$ cat config.mk
export PLATFORM = sky130hd
export DESIGN_NAME = node_net_if
export DESIGN_NICKNAME = d
export VERILOG_FILES = /design/src/rtl/node_net_if.sv
export SDC_FILE = /design/constraint.sdc
export NUM_CORES = 1
export LEC_CHECK = 0
export BUFFER_PORTS_ARGS = -buffer_cell sky130_fd_sc_hd__buf_4
export CAP_MARGIN = 20
export CORE_UTILIZATION = 64
export CTS_CLUSTER_SIZE = 10
export DETAILED_ROUTE_END_ITERATION = 8
export PLACE_DENSITY = 0.92
export SYNTH_ARGS = -nofsm -noshare
export SYNTH_HDL_FRONTEND = slang
export SYNTH_SLANG_ARGS = --single-unit
export TNS_END_PERCENT = 20
$ cat constraint.sdc
create_clock -name clock -period 9.31 [get_ports clock]
set_input_delay 0.931 -clock clock [delete_from_list [all_inputs] [get_ports clock]]
set_output_delay 0.931 -clock clock [all_outputs]
set_load 0.05 [all_outputs]
$ cat src/rtl/node_net_if.sv
// Node-side network interface: queues 24-bit node messages and serialises them
// as 4-byte packets toward the router, and deserialises 4-byte router packets
// into a receive queue for the node. Packet layout {src[3:0], dest[3:0], data[23:0]},
// transmitted MSB byte first.

// Simple synchronous FIFO; the caller only pushes when not full (or when popping).
module node_net_fifo #(
    parameter int WIDTH = 28,
    parameter int DEPTH = 4
) (
    input  logic             clock,
    input  logic             reset_n,
    input  logic             push,
    input  logic [WIDTH-1:0] wdata,
    input  logic             pop,
    output logic [WIDTH-1:0] rdata,
    output logic             empty,
    output logic             full
);
    localparam int AW = $clog2(DEPTH);

    logic [WIDTH-1:0] mem [DEPTH];
    logic [AW:0]      wr_ptr;
    logic [AW:0]      rd_ptr;

    // Read/write pointers carry one extra wrap bit to tell full from empty.
    always_ff @(posedge clock or negedge reset_n) begin
        if (!reset_n) begin
            wr_ptr <= '0;
            rd_ptr <= '0;
        end else begin
            if (push) wr_ptr <= wr_ptr + (AW+1)'(1);
            if (pop)  rd_ptr <= rd_ptr + (AW+1)'(1);
        end
    end

    // Storage array holds data only, so it needs no reset.
    always_ff @(posedge clock) begin
        if (push) mem[wr_ptr[AW-1:0]] <= wdata;
    end

    assign rdata = mem[rd_ptr[AW-1:0]];
    assign empty = (wr_ptr == rd_ptr);
    assign full  = (wr_ptr[AW] != rd_ptr[AW]) && (wr_ptr[AW-1:0] == rd_ptr[AW-1:0]);
endmodule

module node_net_if #(
    parameter int NODEID   = 0,
    parameter int TX_DEPTH = 4,
    parameter int RX_DEPTH = 4
) (
    input  logic        clock,
    input  logic        reset_n,
    input  logic        tx_valid,
    output logic        tx_ready,
    input  logic [3:0]  tx_dest,
    input  logic [23:0] tx_data,
    input  logic        router_free,
    output logic        put,
    output logic [7:0]  payload,
    output logic        node_free,
    input  logic        router_put,
    input  logic [7:0]  router_payload,
    output logic        rx_valid,
    input  logic        rx_ready,
    output logic [3:0]  rx_src,
    output logic [23:0] rx_data,
    output logic        rx_err,
    output logic        rx_misroute,
    output logic [15:0] tx_count
);
    localparam logic [3:0] ID = 4'(NODEID);

    typedef enum logic [1:0] {TX_IDLE, TX_SEND, TX_GAP} tx_state_t;
    typedef enum logic [1:0] {RX_IDLE, RX_RECV, RX_DRAIN} rx_state_t;

    // ---------------- TX side ----------------
    logic        tx_push, tx_pop, tx_empty, tx_full;
    logic [27:0] tx_head;

    tx_state_t   tx_state, tx_state_next;
    logic [1:0]  byte_cnt, byte_cnt_next;
    logic [31:0] tx_shift, tx_shift_next;
    logic        put_next;
    logic [7:0]  payload_next;
    logic        count_inc;

    assign tx_ready = !tx_full;
    assign tx_push  = tx_valid && !tx_full;

    node_net_fifo #(.WIDTH(28), .DEPTH(TX_DEPTH)) u_tx_fifo (
        .clock   (clock),
        .reset_n (reset_n),
        .push    (tx_push),
        .wdata   ({tx_dest, tx_data}),
        .pop     (tx_pop),
        .rdata   (tx_head),
        .empty   (tx_empty),
        .full    (tx_full)
    );

    // TX next-state: put/payload are computed here and registered, so the byte
    // on payload always matches the SEND cycle it belongs to.
    always_comb begin
        tx_state_next = tx_state;
        byte_cnt_next = byte_cnt;
        tx_shift_next = tx_shift;
        put_next      = 1'b0;
        payload_next  = 8'h00;
        tx_pop        = 1'b0;
        count_inc     = 1'b0;
        case (tx_state)
            TX_IDLE: begin
                // router_free is only looked at here; a packet once started always completes
                if (!tx_empty && router_free) begin
                    tx_state_next = TX_SEND;
                    tx_pop        = 1'b1;
                    byte_cnt_next = 2'd0;
                    put_next      = 1'b1;
                    payload_next  = {ID, tx_head[27:24]};
                    tx_shift_next = {tx_head[23:0], 8'h00};
                end
            end
            TX_SEND: begin
                if (byte_cnt == 2'd3) begin
                    tx_state_next = TX_GAP;
                end else begin
                    put_next      = 1'b1;
                    payload_next  = tx_shift[31:24];
                    tx_shift_next = {tx_shift[23:0], 8'h00};
                    byte_cnt_next = byte_cnt + 2'd1;
                end
            end
            TX_GAP: begin
                // one idle put cycle lets the router see the frame end
                tx_state_next = TX_IDLE;
                count_inc     = 1'b1;
            end
            default: tx_state_next = TX_IDLE;
        endcase
    end

    // TX control and output registers; async reset drops put immediately.
    always_ff @(posedge clock or negedge reset_n) begin
        if (!reset_n) begin
            tx_state <= TX_IDLE;
            byte_cnt <= 2'd0;
            put      <= 1'b0;
            payload  <= 8'h00;
            tx_count <= 16'd0;
        end else begin
            tx_state <= tx_state_next;
            byte_cnt <= byte_cnt_next;
            put      <= put_next;
            payload  <= payload_next;
            if (count_inc) tx_count <= tx_count + 16'd1;
        end
    end

    // TX shift register holds the remaining bytes of the packet in flight.
    always_ff @(posedge clock) begin
        tx_shift <= tx_shift_next;
    end

    // ---------------- RX side ----------------
    logic        rx_push, rx_pop, rx_empty, rx_full;
    logic [27:0] rx_head;

    rx_state_t   rx_state, rx_state_next;
    logic [2:0]  rx_cnt, rx_cnt_next;
    logic [31:0] rx_shift, rx_shift_next;
    logic        err_next, misroute_next;

    assign rx_valid  = !rx_empty;
    assign rx_pop    = rx_valid && rx_ready;
    assign rx_src    = rx_head[27:24];
    assign rx_data   = rx_head[23:0];
    assign node_free = !rx_full && (rx_state == RX_IDLE);

    node_net_fifo #(.WIDTH(28), .DEPTH(RX_DEPTH)) u_rx_fifo (
        .clock   (clock),
        .reset_n (reset_n),
        .push    (rx_push),
        .wdata   ({rx_shift[31:28], rx_shift[23:0]}),
        .pop     (rx_pop),
        .rdata   (rx_head),
        .empty   (rx_empty),
        .full    (rx_full)
    );

    // RX next-state: a packet is exactly four put cycles framed by put falling.
    always_comb begin
        rx_state_next = rx_state;
        rx_cnt_next   = rx_cnt;
        rx_shift_next = rx_shift;
        rx_push       = 1'b0;
        err_next      = 1'b0;
        misroute_next = 1'b0;
        case (rx_state)
            RX_IDLE: begin
                if (router_put) begin
                    rx_shift_next = {24'h000000, router_payload};
                    rx_cnt_next   = 3'd1;
                    rx_state_next = RX_RECV;
                end
            end
            RX_RECV: begin
                if (router_put) begin
                    if (rx_cnt == 3'd4) begin
                        // overlong packet: drop it and wait for put to fall
                        err_next      = 1'b1;
                        rx_state_next = RX_DRAIN;
                    end else begin
                        rx_shift_next = {rx_shift[23:0], router_payload};
                        rx_cnt_next   = rx_cnt + 3'd1;
                    end
                end else begin
                    rx_state_next = RX_IDLE;
                    if (rx_cnt == 3'd4) begin
                        // a pop in the same cycle frees the slot, so a full FIFO is fine then
                        if (!rx_full || rx_pop) begin
                            rx_push       = 1'b1;
                            misroute_next = (rx_shift[27:24] != ID);
                        end else begin
                            err_next = 1'b1;
                        end
                    end else begin
                        err_next = 1'b1;
                    end
                end
            end
            RX_DRAIN: begin
                if (!router_put) rx_state_next = RX_IDLE;
            end
            default: rx_state_next = RX_IDLE;
        endcase
    end

    // RX control and status pulse registers.
    always_ff @(posedge clock or negedge reset_n) begin
        if (!reset_n) begin
            rx_state    <= RX_IDLE;
            rx_cnt      <= 3'd0;
            rx_err      <= 1'b0;
            rx_misroute <= 1'b0;
        end else begin
            rx_state    <= rx_state_next;
            rx_cnt      <= rx_cnt_next;
            rx_err      <= err_next;
            rx_misroute <= misroute_next;
        end
    end

    // RX shift register assembles incoming bytes, first byte ends up on top.
    always_ff @(posedge clock) begin
        rx_shift <= rx_shift_next;
    end
endmodule
==> reports/qor.yml <==
placement:
  port_buffers: 99
  hpwl_um: 14100
  gp_congestion: 0.792
  pre_cts_ws_ps: 6310
final_layout:
  antennaDiodeCount: 0
  layout.nets: 797
  areaGrowthSynthToFinish_pct: 17.9
  drive_gt1_share_pct: 31.7
yosys:
  synth_seq_cells: 328
  synth_ff_type: "edfxtp_1"
  ys_seq_area_share_pct: 77.3
  synth_cell_types: 40
  synth.area.top_cells: "edfxtp_1, mux4_2, dfrtp_1"
  synth-edff-count: 280
  synth_nets: 664
  syn_area_um2: 12400
  yosys.area.top_type: "edfxtp_1"
  synthArstFlopShare_pct: 14.6
  syn_inst: 608
  synth_top_area_share_pct: 67.6
  yosysWarningCount: 0
  avgSynthCellArea_um2: 20.4
drt:
  wirelength_um: 24600
  first_iter_violations: 509
  drc: 0
  drtAntennaViolNets: 0
  vias_per_cell: 5.97
  firstDrtPassIters: 4
  wl_per_cell_um: 24.1
  vias: 6091
clocking:
  cts_hold_buf: 0
  cts_max_level: 2
  clock_sinks: 328
  cts_tree: "built"
  postCtsSetupRepairBufs: 0
  ctsRootBufferMaster: "clkbuf_16"
  cts_buffer_depth: 3
  cts.clk_slew.worst_paths_ps: 50
  ctsResizeCount: 0
  numCtsBuffers: 38
  insertion_delay_ps: 520
floorplan:
  die_area_um2: 20000
  die_h_um: 141
  core_area_um2: 18900
  die_x_um: 141
  ios: 100
  start_util_pct: 65.8
  rows: 50
setup_path:
  reg2regPathDepth: 5
  slowest_delay_ps: 730
  r2r_slack_ps: 6560
  slowest_stage: "dfrtp_2"
  path_cells: "buf_16 > mux4_2 > buf_4"
  start_kind: "flop"
  criticalPathCategory: "flop to primary output"
  timing.rr.start: "u_tx_fifo.rd_ptr[0]"
  r2r-end: "u_tx_fifo.mem[3][3]"
  required_ps: 8380
  critPathMaxFanout: 16
  crit_start: "u_rx_fifo.rd_ptr[0]"
  crit_end: "rx_data[0]"
  crit_arrival_ps: 2260
  critPathCaptureType: "primary output"
power_and_ir_drop:
  peakVddDrop_mv: 0.220
  leakagePower_nw: 5.31
  power.density_nw_per_um2: 330
run:
  maxCapViolations: 0
global_routing:
  grt_max_degree: 49
  grt-ovfl-total: 0
  grt_usage_pct: 25.8
  grt_pass1_wl_um: 37400
  antenna_found_initial: 0
  first_global_vias: 6562
timing:
  final_hold_viol_count: 0
  tns_ps: 0
  min_period_ps: 3190
  slew_violations: 0
  setup_violations: 0
  slew_headroom_pct: 50.2
  skew_ps: 10.4
  fin_ws_ps: 6120
  fmax_ghz: 0.314
  finalCritPeriodShare_pct: 34.3
  rsz0062_at_grt: "no"
  tightestPinTransition_ps: 747
worst_hold_path:
  hp-class: "primary input to asynchronous set/reset pin"
run_status:
  status: "completed"
[flip-flops by register name, indices dropped and copies added, names as in the netlist, 8 cells and up]
register,flops
u_rx_fifo.mem,112
u_tx_fifo.mem,112
rx_shift,32
tx_shift,24
tx_count,16
payload,8
[power breakdown]
group	switching, mW	total [mW]	leakage, nW	internal [mW]
logic	0.874	1.45	1.58	0.579
registers	0.149	2.08	3.21	1.93
clock network	0.539	1.31	0.517	0.771
[final cells by class]
class                           instances  area [um2]
Tap cell                              260         325
Multi-Input combinational cell        243        2690
Sequential cell                       328        9610
Fill cell                             962        4240
Clock inverter                          2        32.5
Timing Repair Buffer                  115         896
Inverter                               15        56.3
Clock buffer                           58        1050
[synth_stat cells, drive strengths merged, types with 2 or more instances]
master  instances
xnor2          17
ha             14
mux4           56
a21oi           3
nor2b           2
nand3b          3
and2           40
o21ai          12
a31oi           2
inv            15
edfxtp        280
clkbuf         11
buf            11
mux2           21
nor4            3
nand4           5
nor2            9
nand2b          3
and3            6
dfrtp          48
or3             2
nand3           3
nand2          18
xor2           13
[per-layer routing]
layer | track usage [%] | wire length, um | up-vias
li1 | - | - | 2636
met1 | 31.1 | 8940 | 3164
met2 | 46.6 | 13600 | 242
met3 | 5.30 | 1400 | 49
met4 | 8.52 | 621 | 0
met5 | 0 | 0 | -
[stage by stage]
stage	cells	instance area, um2	util (%)	hold WS, ps	power [mW]
floorplan	608	12400	-	426	3.12
global placement	959	13500	71.6	436	3.44
detailed placement	959	13500	71.6	441	3.52
CTS	1019	14600	77.3	457	4.86
global route	1021	14700	77.6	471	5.03
finish	1021	14700	77.6	435	4.84
[critical path, delay by kind of cell (launching register included)]
kind                   cells  cell delay (ps)
buffers and inverters      2              450
DFF                        1              730
muxes                      1              540
[worst min-delay path by stage]
stage | from | end | slack, ps | cells past startpoint
floorplan | tx_shift[24] | payload[0] | 430 | 2
global placement | tx_shift[28] | payload[4] | 440 | 1
detailed placement | tx_shift[31] | payload[7] | 440 | 1
CTS | reset_n | payload[4] | 460 | 1
global route | tx_shift[31] | payload[7] | 470 | 1
finish | reset_n | payload[4] | 430 | 1
[logic make-up after synthesis]
group	share of synthesized area, %
flops	77.3
simple gates	4.69
mux	12.1
buf+inv	1.28
xor+xnor	2.11
compound gates	1.07
fa+ha+maj	1.41
[placed cells by master, fill, tap and decap left out, types with 2 or more instances in the layout]
cell type	count
mux4_2	56
xor2_1	13
nand2_1	18
nand3_1	3
clkbuf_1	19
clkbuf_16	39
o21ai_0	11
or3_1	2
edfxtp_1	280
ha_1	14
clkinv_8	2
a21oi_1	3
buf_4	113
mux2_2	20
nand2b_1	3
inv_1	15
nand3b_1	3
dfrtp_2	2
nor2b_1	2
and2_1	40
dfrtp_1	46
xnor2_1	17
and3_1	6
nor2_1	9
nand4_1	5
Note: power is estimated with default switching activity, not from simulation.
